[config.mk]
export PLATFORM = sky130hd
export DESIGN_NAME = seg_mux_capture_flat
export DESIGN_NICKNAME = d
export VERILOG_FILES = /design/src/rtl/seg_mux_capture_pkg.sv /design/src/rtl/seg_mux_capture_if.sv /design/src/rtl/seg_mux_capture_seg7_to_hex.sv /design/src/rtl/seg_mux_capture.sv /design/src/flat_wrapper.sv
export SDC_FILE = /design/constraint.sdc
export NUM_CORES = 1
export LEC_CHECK = 0
export BUFFER_PORTS_ARGS = -buffer_cell sky130_fd_sc_hd__buf_2
export CORE_ASPECT_RATIO = 1.5
export CORE_MARGIN = 5
export CORE_UTILIZATION = 61
export DETAILED_ROUTE_END_ITERATION = 12
export PLACE_DENSITY = 0.85
export SLEW_MARGIN = 15
export SYNTH_ARGS = -nofsm -noshare
export SYNTH_HDL_FRONTEND = slang
export SYNTH_SLANG_ARGS = --single-unit
[constraint.sdc]
create_clock -name clk -period 6.79 [get_ports clk]
set_input_delay 1.358 -clock clk [delete_from_list [all_inputs] [get_ports clk]]
set_output_delay 1.358 -clock clk [all_outputs]
set_load 0.02 [all_outputs]
[src/rtl/seg_mux_capture_pkg.sv]
// Shared definitions for the multiplexed 7-segment display capture block:
// segment bit positions, the hex glyph table and the capture FSM states.
package seg_mux_capture_pkg;

    localparam int SEG_A  = 0;
    localparam int SEG_G  = 6;
    localparam int SEG_DP = 7;

    localparam int NUM_DIGITS = 4;

    // Entry k is the a..g pattern that displays hex digit k.
    localparam logic [15:0][6:0] GLYPH_TABLE = {
        7'h71, 7'h79, 7'h5E, 7'h39, 7'h7C, 7'h77, 7'h6F, 7'h7F,
        7'h07, 7'h7D, 7'h6D, 7'h66, 7'h4F, 7'h5B, 7'h06, 7'h3F
    };

    typedef enum logic {
        ST_SYNC    = 1'b0,
        ST_COLLECT = 1'b1
    } cap_state_e;

    function automatic logic is_onehot4(input logic [3:0] v);
        return (v != 4'd0) && ((v & (v - 4'd1)) == 4'd0);
    endfunction

endpackage

[src/rtl/seg_mux_capture_if.sv]
// Display-side inputs and frame-side handshake of the capture block.
// The master modport is the capture block itself; slave is its environment.
interface seg_mux_capture_if;
    logic [7:0]  segmentos;
    logic [3:0]  sel_seg;
    logic [15:0] value;
    logic [3:0]  dp;
    logic        bad_glyph;
    logic        out_valid;
    logic        out_ready;
    logic        overrun;
    logic        sync_err;

    modport master (
        input  segmentos, sel_seg, out_ready,
        output value, dp, bad_glyph, out_valid, overrun, sync_err
    );

    modport slave (
        output segmentos, sel_seg, out_ready,
        input  value, dp, bad_glyph, out_valid, overrun, sync_err
    );
endinterface

[src/rtl/seg_mux_capture_seg7_to_hex.sv]
// Combinational 7-segment (a..g) to hex nibble decoder; unknown patterns
// decode to 0 with the invalid flag raised.
module seg7_to_hex
    import seg_mux_capture_pkg::*;
(
    input  logic [6:0] pattern_i,
    output logic [3:0] nibble_o,
    output logic       invalid_o
);
    logic [15:0] hit;

    generate
        for (genvar gi = 0; gi < 16; gi++) begin : g_match
            assign hit[gi] = (pattern_i == GLYPH_TABLE[gi]);
        end
    endgenerate

    always_comb begin
        nibble_o = 4'd0;
        for (int k = 0; k < 16; k++) begin
            if (hit[k]) nibble_o = 4'(k);
        end
    end

    assign invalid_o = ~|hit;
endmodule

[src/rtl/seg_mux_capture.sv]
// Captures four multiplexed 7-segment digits into a hex frame and presents
// it through a valid/ready register with overrun and sync-error reporting.
module seg_mux_capture
    import seg_mux_capture_pkg::*;
#(
    parameter int STABLE_CYCLES  = 4,
    parameter int TIMEOUT_CYCLES = 65535,
    parameter bit SEG_ACTIVE_LOW = 1'b0
) (
    input  logic clk,
    input  logic rst,
    seg_mux_capture_if.master bus
);
    localparam logic [7:0]  STABLE_MAX = 8'(STABLE_CYCLES);
    localparam logic [7:0]  CAPTURE_AT = 8'(STABLE_CYCLES - 1);
    localparam logic [15:0] TMO_MAX    = 16'(TIMEOUT_CYCLES);

    logic [11:0] sync1_q, sync2_q, prev_q;
    logic [7:0]  stab_cnt_q, stab_cnt_d;
    logic [15:0] tmo_q, tmo_d;
    cap_state_e  state_q, state_d;
    logic [3:0]  mask_q, mask_d;
    logic [15:0] digits_q, digits_d;
    logic [3:0]  dps_q, dps_d;
    logic [3:0]  bads_q, bads_d;
    logic        frame_done;
    logic        sync_err_d;

    logic [15:0] value_q, value_d;
    logic [3:0]  dp_q, dp_d;
    logic        bad_q, bad_d;
    logic        valid_q, valid_d;
    logic        overrun_q, overrun_d;
    logic        sync_err_q;

    logic [3:0]  cap_sel;
    logic [7:0]  cap_seg;
    logic [3:0]  cap_nib;
    logic        cap_bad;
    logic        capture, cap_digit, cap_multi;

    // prev_q holds the sample the stability count refers to, so capture
    // data is taken from it rather than from a possibly just-changed sync2_q.
    assign capture   = (stab_cnt_q == CAPTURE_AT);
    assign cap_sel   = prev_q[11:8];
    assign cap_seg   = prev_q[7:0] ^ {8{SEG_ACTIVE_LOW}};
    assign cap_digit = capture && is_onehot4(cap_sel);
    assign cap_multi = capture && (cap_sel != 4'd0) && !is_onehot4(cap_sel);

    seg7_to_hex u_dec (
        .pattern_i (cap_seg[SEG_G:SEG_A]),
        .nibble_o  (cap_nib),
        .invalid_o (cap_bad)
    );

    always_comb begin
        stab_cnt_d = 8'd0;
        if (sync2_q == prev_q) begin
            stab_cnt_d = (stab_cnt_q == STABLE_MAX) ? stab_cnt_q : stab_cnt_q + 8'd1;
        end
    end

    always_comb begin
        state_d    = state_q;
        mask_d     = mask_q;
        digits_d   = digits_q;
        dps_d      = dps_q;
        bads_d     = bads_q;
        frame_done = 1'b0;
        sync_err_d = 1'b0;
        tmo_d      = (state_q == ST_COLLECT && !cap_digit) ? tmo_q + 16'd1 : 16'd0;

        if (cap_digit && (state_q == ST_COLLECT || cap_sel == 4'b0001)) begin
            for (int i = 0; i < NUM_DIGITS; i++) begin
                if (cap_sel[i]) begin
                    digits_d[i*4 +: 4] = cap_nib;
                    dps_d[i]           = cap_seg[SEG_DP];
                    bads_d[i]          = cap_bad;
                end
            end
        end

        if (cap_multi) begin
            sync_err_d = 1'b1;
            mask_d     = 4'd0;
            state_d    = ST_SYNC;
            tmo_d      = 16'd0;
        end else begin
            case (state_q)
                ST_SYNC: begin
                    if (cap_digit && cap_sel == 4'b0001) begin
                        mask_d  = 4'b0001;
                        state_d = ST_COLLECT;
                    end
                end
                ST_COLLECT: begin
                    if (tmo_q == TMO_MAX) begin
                        sync_err_d = 1'b1;
                        mask_d     = 4'd0;
                        state_d    = ST_SYNC;
                        tmo_d      = 16'd0;
                    end else if (cap_digit) begin
                        mask_d = mask_q | cap_sel;
                        if (mask_d == 4'b1111) begin
                            frame_done = 1'b1;
                            mask_d     = 4'd0;
                            state_d    = ST_SYNC;
                        end
                    end
                end
                default: state_d = ST_SYNC;
            endcase
        end
    end

    always_comb begin
        value_d   = value_q;
        dp_d      = dp_q;
        bad_d     = bad_q;
        valid_d   = valid_q;
        overrun_d = 1'b0;
        if (frame_done && (!valid_q || bus.out_ready)) begin
            value_d = digits_d;
            dp_d    = dps_d;
            bad_d   = |bads_d;
            valid_d = 1'b1;
        end else begin
            if (valid_q && bus.out_ready) valid_d = 1'b0;
            if (frame_done) overrun_d = 1'b1;
        end
    end

    always_ff @(posedge clk or posedge rst) begin
        if (rst) begin
            sync1_q    <= '0;
            sync2_q    <= '0;
            prev_q     <= '0;
            stab_cnt_q <= '0;
            tmo_q      <= '0;
            state_q    <= ST_SYNC;
            mask_q     <= '0;
            digits_q   <= '0;
            dps_q      <= '0;
            bads_q     <= '0;
            value_q    <= '0;
            dp_q       <= '0;
            bad_q      <= 1'b0;
            valid_q    <= 1'b0;
            overrun_q  <= 1'b0;
            sync_err_q <= 1'b0;
        end else begin
            sync1_q    <= {bus.sel_seg, bus.segmentos};
            sync2_q    <= sync1_q;
            prev_q     <= sync2_q;
            stab_cnt_q <= stab_cnt_d;
            tmo_q      <= tmo_d;
            state_q    <= state_d;
            mask_q     <= mask_d;
            digits_q   <= digits_d;
            dps_q      <= dps_d;
            bads_q     <= bads_d;
            value_q    <= value_d;
            dp_q       <= dp_d;
            bad_q      <= bad_d;
            valid_q    <= valid_d;
            overrun_q  <= overrun_d;
            sync_err_q <= sync_err_d;
        end
    end

    assign bus.value     = value_q;
    assign bus.dp        = dp_q;
    assign bus.bad_glyph = bad_q;
    assign bus.out_valid = valid_q;
    assign bus.overrun   = overrun_q;
    assign bus.sync_err  = sync_err_q;
endmodule

[src/flat_wrapper.sv]
// flat-port wrapper written by rule: the top's interface ports become plain ports
module seg_mux_capture_flat import seg_mux_capture_pkg::*;
#(
    parameter int STABLE_CYCLES  = 4,
    parameter int TIMEOUT_CYCLES = 65535,
    parameter bit SEG_ACTIVE_LOW = 1'b0
)
  (clk, rst, bus_segmentos, bus_sel_seg, bus_out_ready, bus_value, bus_dp, bus_bad_glyph, bus_out_valid, bus_overrun, bus_sync_err);
  seg_mux_capture_if bus_i ();
  input  logic clk;
  input  logic rst;
  input wire logic [$bits(bus_i.segmentos)-1:0] bus_segmentos;
  input wire logic [$bits(bus_i.sel_seg)-1:0] bus_sel_seg;
  input wire logic [$bits(bus_i.out_ready)-1:0] bus_out_ready;
  output wire logic [$bits(bus_i.value)-1:0] bus_value;
  output wire logic [$bits(bus_i.dp)-1:0] bus_dp;
  output wire logic [$bits(bus_i.bad_glyph)-1:0] bus_bad_glyph;
  output wire logic [$bits(bus_i.out_valid)-1:0] bus_out_valid;
  output wire logic [$bits(bus_i.overrun)-1:0] bus_overrun;
  output wire logic [$bits(bus_i.sync_err)-1:0] bus_sync_err;
  assign bus_i.segmentos = bus_segmentos;
  assign bus_i.sel_seg = bus_sel_seg;
  assign bus_i.out_ready = bus_out_ready;
  assign bus_value = bus_i.value;
  assign bus_dp = bus_i.dp;
  assign bus_bad_glyph = bus_i.bad_glyph;
  assign bus_out_valid = bus_i.out_valid;
  assign bus_overrun = bus_i.overrun;
  assign bus_sync_err = bus_i.sync_err;
  seg_mux_capture #(.STABLE_CYCLES(STABLE_CYCLES), .TIMEOUT_CYCLES(TIMEOUT_CYCLES), .SEG_ACTIVE_LOW(SEG_ACTIVE_LOW)) u_core (.clk(clk), .rst(rst), .bus(bus_i));
endmodule
# Word level (Yosys, flattened, before mapping)
# Index checks and enable logic that the tools add are counted.
[classes]
add_sub_neg = 3
mul = 0
div_mod_pow = 0
magnitude_cmp = 0
n_eq_ne = 25
shifts = 0
mux = 60
bitwise = 3
n_reduce_logical = 21
[ops]
columns = ["operator", "count"]
rows = [
  ["$mux 4", 25],
  ["$eq 7x7->1 const B", 12],
  ["$mux 16", 5],
  ["$mux 1", 26],
  ["$add 16x1->16 const B", 1],
  ["$eq 16x16->1 const B", 1],
  ["$mux 8", 2],
  ["$reduce_or 16->1", 1],
  ["$eq 7x3->1 const B", 2],
  ["$eq 7x6->1 const B", 2],
  ["$eq 12x12->1", 1],
  ["$logic_and 1x1->1", 9],
  ["$add 8x1->8 const B", 1],
  ["$eq 8x2->1 const B", 1],
  ["$eq 8x3->1 const B", 1],
  ["$pmux 4 s2", 1],
  ["$and 4x4->4", 1],
  ["$eq 4x1->1 const B", 1],
  ["$eq 4x4->1 const B", 1],
  ["$logic_not 1->1", 4],
  ["$logic_not 4->1", 1],
  ["$ne 4x4->1 const B", 1],
  ["$or 4x4->4", 1],
  ["$reduce_bool 4->1", 1],
  ["other kinds (9)", 10],
]
[totals]
ff_bits = 113
latch_bits = 0
ramBits = 0
romBits = 0
in_bits = 15
output_inout_bits = 24
elab_cells = 128
memories = 0

# Logic depth before layout (Yosys ltp)
[logic_depth]
ltp_word = 18
depth_mapped = 8
mapped_depth_nobuf = 6

# Hierarchy
# Synthesis repeated with hierarchy kept, for this count alone.
[unflattened]
cells_unflattened = 382
hier_area_um2 = 4863.4
[modules_own_cells]
columns = ["module", "instances", "cells_per_inst", "area_per_inst_um2", "seq_area_each_um2"]
rows = [
  ["seg_mux_capture", 1, 328, 4520.6, 2827.7],
  ["seg7_to_hex", 1, 54, 342.8, 0.0],
]

# Least setup slack after synthesis
# OpenSTA, ideal clock, no wires.
[synth_timing]
path_type = "reg-to-reg"
startpoint = "reg u_core.stab_cnt_q[0]"
endpoint = "reg u_core.dp_q[2] (netlist: u_core.bus.dp[2])"
setup_time_ns = 0.128
arrival_time_ns = 2.303
t_required_ns = 6.662
setup_slack_ns = 4.360
stages_incl_launch_ff = 7
path_buffers = 1
period_less_slack_ns = 2.430
path_cell_list = "dfrtp_1 > ha_1 > or3b_2 > buf_4 > nor4_4 > mux2_2 > mux2_1"
[synth_between]
elab_cells_between_ends = 11
classes_between = "1 x eq/ne; 5 x mux; 5 x reduce/logical"
[synth_lines]
columns = ["element", "line", "rtl"]
rows = [
  ["from (decl)", "seg_mux_capture.sv:19", "logic [7:0] stab_cnt_q, stab_cnt_d;"],
  ["from (signal assigned)", "seg_mux_capture.sv:155", "stab_cnt_q <= stab_cnt_d;"],
  ["$eq 8x2->1", "seg_mux_capture.sv:44", "assign capture = (stab_cnt_q == CAPTURE_AT);"],
  ["$logic_and 1x1->1", "seg_mux_capture.sv:47", "assign cap_digit = capture && is_onehot4(cap_sel);"],
  ["$logic_and 1x1->1", "seg_mux_capture.sv:73", "if (cap_digit && (state_q == ST_COLLECT || cap_sel == 4'b0001)) begin"],
  ["$mux 4", "seg_mux_capture.sv:73", ""],
  ["via u_core.dps_d[2]", "seg_mux_capture.sv:24", "logic [3:0] dps_q, dps_d;"],
  ["to (signal assigned)", "seg_mux_capture.sv:163", "dp_q <= dp_d;"],
  ["to (decl)", "seg_mux_capture.sv:30", "logic [3:0] dp_q, dp_d;"],
]
# The timed path passes the listed nets, and every way through them passes these cells.
# A chain may end at the register's enable or synchronous reset.

# Final worst setup path
[layout_timing]
startpoint = "reg u_core.prev_q[10]"
endpoint = "reg u_core.dp_q[2] (netlist: u_core.bus.dp[2])"
[layout_between]
elab_chain_cells = 10
elab_cells_between_ends = 22
classes_between = "1 x add/sub; 2 x eq/ne; 7 x mux; 2 x bitwise; 10 x reduce/logical"
[layout_rtl]
columns = ["element", "line", "rtl"]
rows = [
  ["from (decl)", "seg_mux_capture.sv:18", "logic [11:0] sync1_q, sync2_q, prev_q;"],
  ["from (signal assigned)", "seg_mux_capture.sv:154", "prev_q <= sync2_q;"],
  ["$sub 4x1->4", "seg_mux_capture_pkg.sv:23", "return (v != 4'd0) && ((v & (v - 4'd1)) == 4'd0);"],
  ["$and 4x4->4", "seg_mux_capture_pkg.sv:23", ""],
  ["$logic_not 4->1", "seg_mux_capture_pkg.sv:23", ""],
  ["$logic_and 1x1->1", "seg_mux_capture_pkg.sv:23", ""],
  ["$logic_and 1x1->1", "seg_mux_capture.sv:47", ""],
  ["$mux 1", "seg_mux_capture.sv:102", "end else if (cap_digit) begin"],
  ["$mux 1", "seg_mux_capture.sv:97", "if (tmo_q == TMO_MAX) begin"],
  ["$mux 1", "seg_mux_capture.sv:89", "case (state_q)"],
  ["$mux 1", "seg_mux_capture.sv:83", "if (cap_multi) begin"],
  ["$logic_and 1x1->1", "seg_mux_capture.sv:122", "if (frame_done && (!valid_q || bus.out_ready)) begin"],
]
# Several ways; a longest one is shown, not always the timed one.

==> results.md <==
- The count of mapped cells out of synthesis is about 420.
- The count of synthesis-stage warnings from yosys is 0.
- The highest signal layer in the routed design is met4.
- The first global-routing pass estimated between 15000 and 20000 um of wire.
- The required time of the critical path is 7.07 ns.
- Setup violations remaining at the end of the flow were counted as 0.
- Counting every net in the synthesized netlist gives 440.
- Among all flip-flop cells after synthesis, the most frequent one is sky130_fd_sc_hd__dfrtp_1.
- After detailed routing, the number of remaining DRC violations is 0.
- After floorplanning, the core was sized to cover 7960 um^2.
- The die outline width is 83.2 um.
- The count of pins on the block boundary is 39.
- The total of cells resized after clock tree synthesis is 0.
- The setup path with the least slack is of type flip-flop to flip-flop.
- After clock tree synthesis, the clock-pin slew on the worst setup and hold paths is approximately 0.05 ns.
- The time the final worst path needs with I/O delays and setup is 3.30 ns.
- CTS built an H-tree with a depth of 4.
- For this design, the slowest cell found on the critical path is sky130_fd_sc_hd__nand4_1.
- The overall die area is 9970 um^2.
- Counting tap cells, the placed design contains a total of 545 instances.
- Clock skew on the completed layout was measured at 0.0153 ns.
- After synthesis, the share of flip-flops with an asynchronous set or reset is 100%.
- Once layout is complete, the utilization of the core stands at 72.6%.
- The final-report hold violation count is 0.
- The antenna diode instance count is 0.
- In this run the post-CTS setup repair buffer count came out at 0.
- The routed design uses between 300 and 400 um of met3 wire.
- Entering global routing, the biggest net connects 64 pins.
- The initial antenna violation count came to 0.
- Relative to the synthesized area, the layout overhead comes to 17.8%.
- The number of global-route vias before repair came to 3577.
- The number of buffers added on ports is 38.
- The netlist area before placement is around 4900 um^2.
- Summed over all layers, the routed wires come to 10100 um.
- The number of iterations in the first detailed-routing pass is 4.
- The run finished with clean final reports.
- The count of cells in the finished layout, fillers not included, comes to roughly 580.
- The maximum clock frequency is 0.303 GHz.
- The number of buffers and inverters on the critical path is 0.
- The via-per-instance ratio is 5.90.
- Power comes to 1.68 mW.
- The share of layout cells above drive strength 1 is 24.4%.
- The CTS root buffer is sky130_fd_sc_hd__clkbuf_16.
- The total of max-cap violations is 0.
- The placer congestion estimate is roughly 0.79.
- The global-route usage over all layers is between 20 and 25%.
- After layout, the worst path uses 48.7% of the clock period.
- The leakage component of the power is between 2 and 3 nW.
- TritonCTS built the clock tree.
- The HPWL after detailed placement is ~6200 um.
- The effective utilization at floorplan is 61.6%.
- The total grt overflow is 0.
- The worst voltage drop across the vdd grid is 0.271 mV.
- The number of synthesized flops with an enable pin is 0.
- The kind of launch point of the worst setup path is a flip-flop.
- The clock drives 113 sinks.
- The final route contains ~3.4k vias.
- The count of final max-slew check failures was 0.
- After synthesis the netlist holds a flip-flop and latch count of 113.
- In this run the tightest slew margin relative to its limit is 23.9%.
- Data on the critical path arrives at its endpoint at approximately 3.6 ns.
- In the final routing, the length of wire on met1 measures roughly 4000 um.
- The count of nets after finishing is 477.
- The cell row count is 40.
- The routed wire length per instance is 17.5 um.
- The number of violations reported at the end of detailed-routing iteration 0 is about 250.
- The number of different library cells used by synthesis comes to 60.
- Broken down by cell family, the worst path's largest delay share belongs to simple AND/OR/NAND/NOR gates.
- A synthesized cell averages 11.6 um^2.
- Setup repair after global routing left no endpoint under its margin.
- The detail route stage leaves a number of antenna-violating nets equal to 0.
- The endpoint kind of the worst setup timing path is a flip-flop.
- The total power density per cell area is 291 nW/um^2.
- The class of the tightest hold or removal check is flip-flop to flip-flop.
- The number of buffers created by CTS is 17.
- Clock latency on the worst-skew pair, taken at its later pin, is 0.41 ns.
- The clock tree buffer depth is 2.
- The wire length on met2 is about 5200 um.
- Traced cell by cell, the critical path runs through nand2b_1, a311o_1, a21oi_1, nand4_1, mux2_1.
- The pin slew with the least headroom to its limit is 1.14 ns.
- The overall die height is 120 um.
- The largest fanout of any net on the critical path is 21.
- The sequential share of the synthesized area is 57.7%.
- After clock tree synthesis, the flow added hold-fix buffers numbering 0.
- Adding up every negative setup slack in the final design gives 0 ns.
- For this run, the slowest stage of the critical path takes 0.95 ns.
==> cell usage after synthesis (all sizes together), types with 2 or more instances <==
| master | instances | area (um^2) |
|---|---|---|
| nand2 | 16 | 60.1 |
| mux2 | 25 | 282 |
| a21boi | 2 | 15.0 |
| mux2i | 4 | 40.0 |
| nor3b | 4 | 30.0 |
| o31ai | 3 | 22.5 |
| o21ai | 3 | 15.0 |
| or4b | 4 | 40.0 |
| nand3 | 14 | 70.1 |
| a211oi | 3 | 27.5 |
| nor4 | 9 | 101 |
| nand4b | 3 | 26.3 |
| a21oi | 10 | 50.1 |
| o22ai | 3 | 18.8 |
| nor2b | 4 | 25.0 |
| xnor2 | 10 | 87.6 |
| and3 | 2 | 13.8 |
| nor2 | 55 | 206 |
| buf | 7 | 42.5 |
| inv | 13 | 48.8 |
| nand4 | 7 | 43.8 |
| dfrtp | 113 | 2830 |
| nand2b | 4 | 25.0 |
| clkbuf | 14 | 53.8 |
| o21a | 2 | 15.0 |
| and2 | 2 | 12.5 |
| or3b | 6 | 52.6 |
| o221ai | 2 | 17.5 |
| a31oi | 19 | 119 |
| or3 | 2 | 12.5 |
| and4b | 2 | 20.0 |
| or4bb | 2 | 22.5 |
| or2 | 4 | 25.0 |
| a2111oi | 2 | 17.5 |
| xor2 | 23 | 201 |
| ha | 3 | 37.5 |
| nand3b | 6 | 45.0 |
| nor3 | 3 | 20.0 |
==> logic make-up after synthesis <==
logic type | share of synthesized area [%]
flops | 57.7
buf+inv | 2.96
mux | 6.56
fa+ha+maj | 0.970
xor+xnor | 5.89
compound gates | 7.94
simple gates | 18.0
==> cells in the final DEF (no fill, tap or decap), drive strengths merged, types with 3 or more instances in the layout <==
cell type / synthesis / layout
nand2b: 4 / 4
buf: 7 / 39
nand3: 14 / 14
nor2: 55 / 55
nand4: 7 / 7
inv: 13 / 13
clkinv: 0 / 5
mux2: 25 / 25
nor2b: 4 / 4
dfrtp: 113 / 113
nor4: 9 / 9
o22ai: 3 / 3
a31oi: 19 / 19
a21oi: 10 / 10
xor2: 23 / 23
xnor2: 10 / 10
o21ai: 3 / 3
nand4b: 3 / 3
nor3: 3 / 3
or3b: 6 / 6
bufinv: 0 / 4
ha: 3 / 3
nand2: 16 / 16
or4b: 4 / 4
clkbuf: 14 / 21
mux2i: 4 / 4
a211oi: 3 / 3
o31ai: 3 / 3
or2: 4 / 4
nor3b: 4 / 4
nand3b: 6 / 6
==> flip-flops by register name, indices dropped and copies added, names as in the netlist, 4 cells and up <==
name	count
u_core.bus.value	16
u_core.digits_q	16
u_core.tmo_q	16
u_core.prev_q	12
u_core.sync1_q	12
u_core.sync2_q	12
u_core.stab_cnt_q	8
u_core.bads_q	4
u_core.bus.dp	4
u_core.dps_q	4
u_core.mask_q	4
==> final timing paths <==
check	depth (start not counted)	end	from	slack (ns)
min in group asynchronous	2	u_core.digits_q[12]	rst	1.04
setup / recovery	5	u_core.bus.dp[2]	u_core.prev_q[10]	3.49
hold / removal	0	u_core.sync2_q[11]	u_core.sync1_q[11]	0.34
hold reg to reg	0	u_core.sync2_q[11]	u_core.sync1_q[11]	0.34
setup reg to reg	5	u_core.bus.dp[2]	u_core.prev_q[10]	3.49
max in group asynchronous	3	u_core.bads_q[0]	rst	4.57
==> worst reg2reg max path, stage by stage, from the launching register on <==
cell,delay (ns)
sky130_fd_sc_hd__dfrtp_1,0.50
sky130_fd_sc_hd__nand2b_1,0.28
sky130_fd_sc_hd__a311o_1,0.46
sky130_fd_sc_hd__a21oi_1,0.33
sky130_fd_sc_hd__nand4_1,0.95
sky130_fd_sc_hd__mux2_1,0.67
==> power by group <==
group,leakage (nW),switching (mW),internal [mW]
clock network,0.315,0.291,0.648
registers,1.50,0.0161,0.685
logic,0.802,0.0254,0.0149
==> layer usage <==
metal  vias to the layer above  GRT usage [%]
met5                         -              0
met4                         0           14.1
met3                        37           6.18
met2                       101           36.4
met1                      1685           24.2
li1                       1574              -
==> cell type report <==
class | count | area (um^2)
Timing Repair Buffer | 39 | 198
Sequential cell | 113 | 2830
Clock inverter | 10 | 156
Tap cell | 105 | 131
Inverter | 13 | 51.3
Fill cell | 478 | 2180
Multi-Input combinational cell | 275 | 1930
Clock buffer | 21 | 480
==> metrics by stage <==
| stage | setup WS (ns) | cell area, um^2 | hold slack (ns) |
|---|---|---|---|
| finish | 3.49 | 5780 | 0.342 |
| global route | 3.31 | 5780 | 0.350 |
| CTS | 3.45 | 5780 | 0.341 |
| detailed placement | 3.51 | 5140 | 0.335 |
| global placement | 3.60 | 5140 | 0.332 |
| floorplan | 2.44 | 4900 | 0.331 |
(Power assumes the default switching activity.)
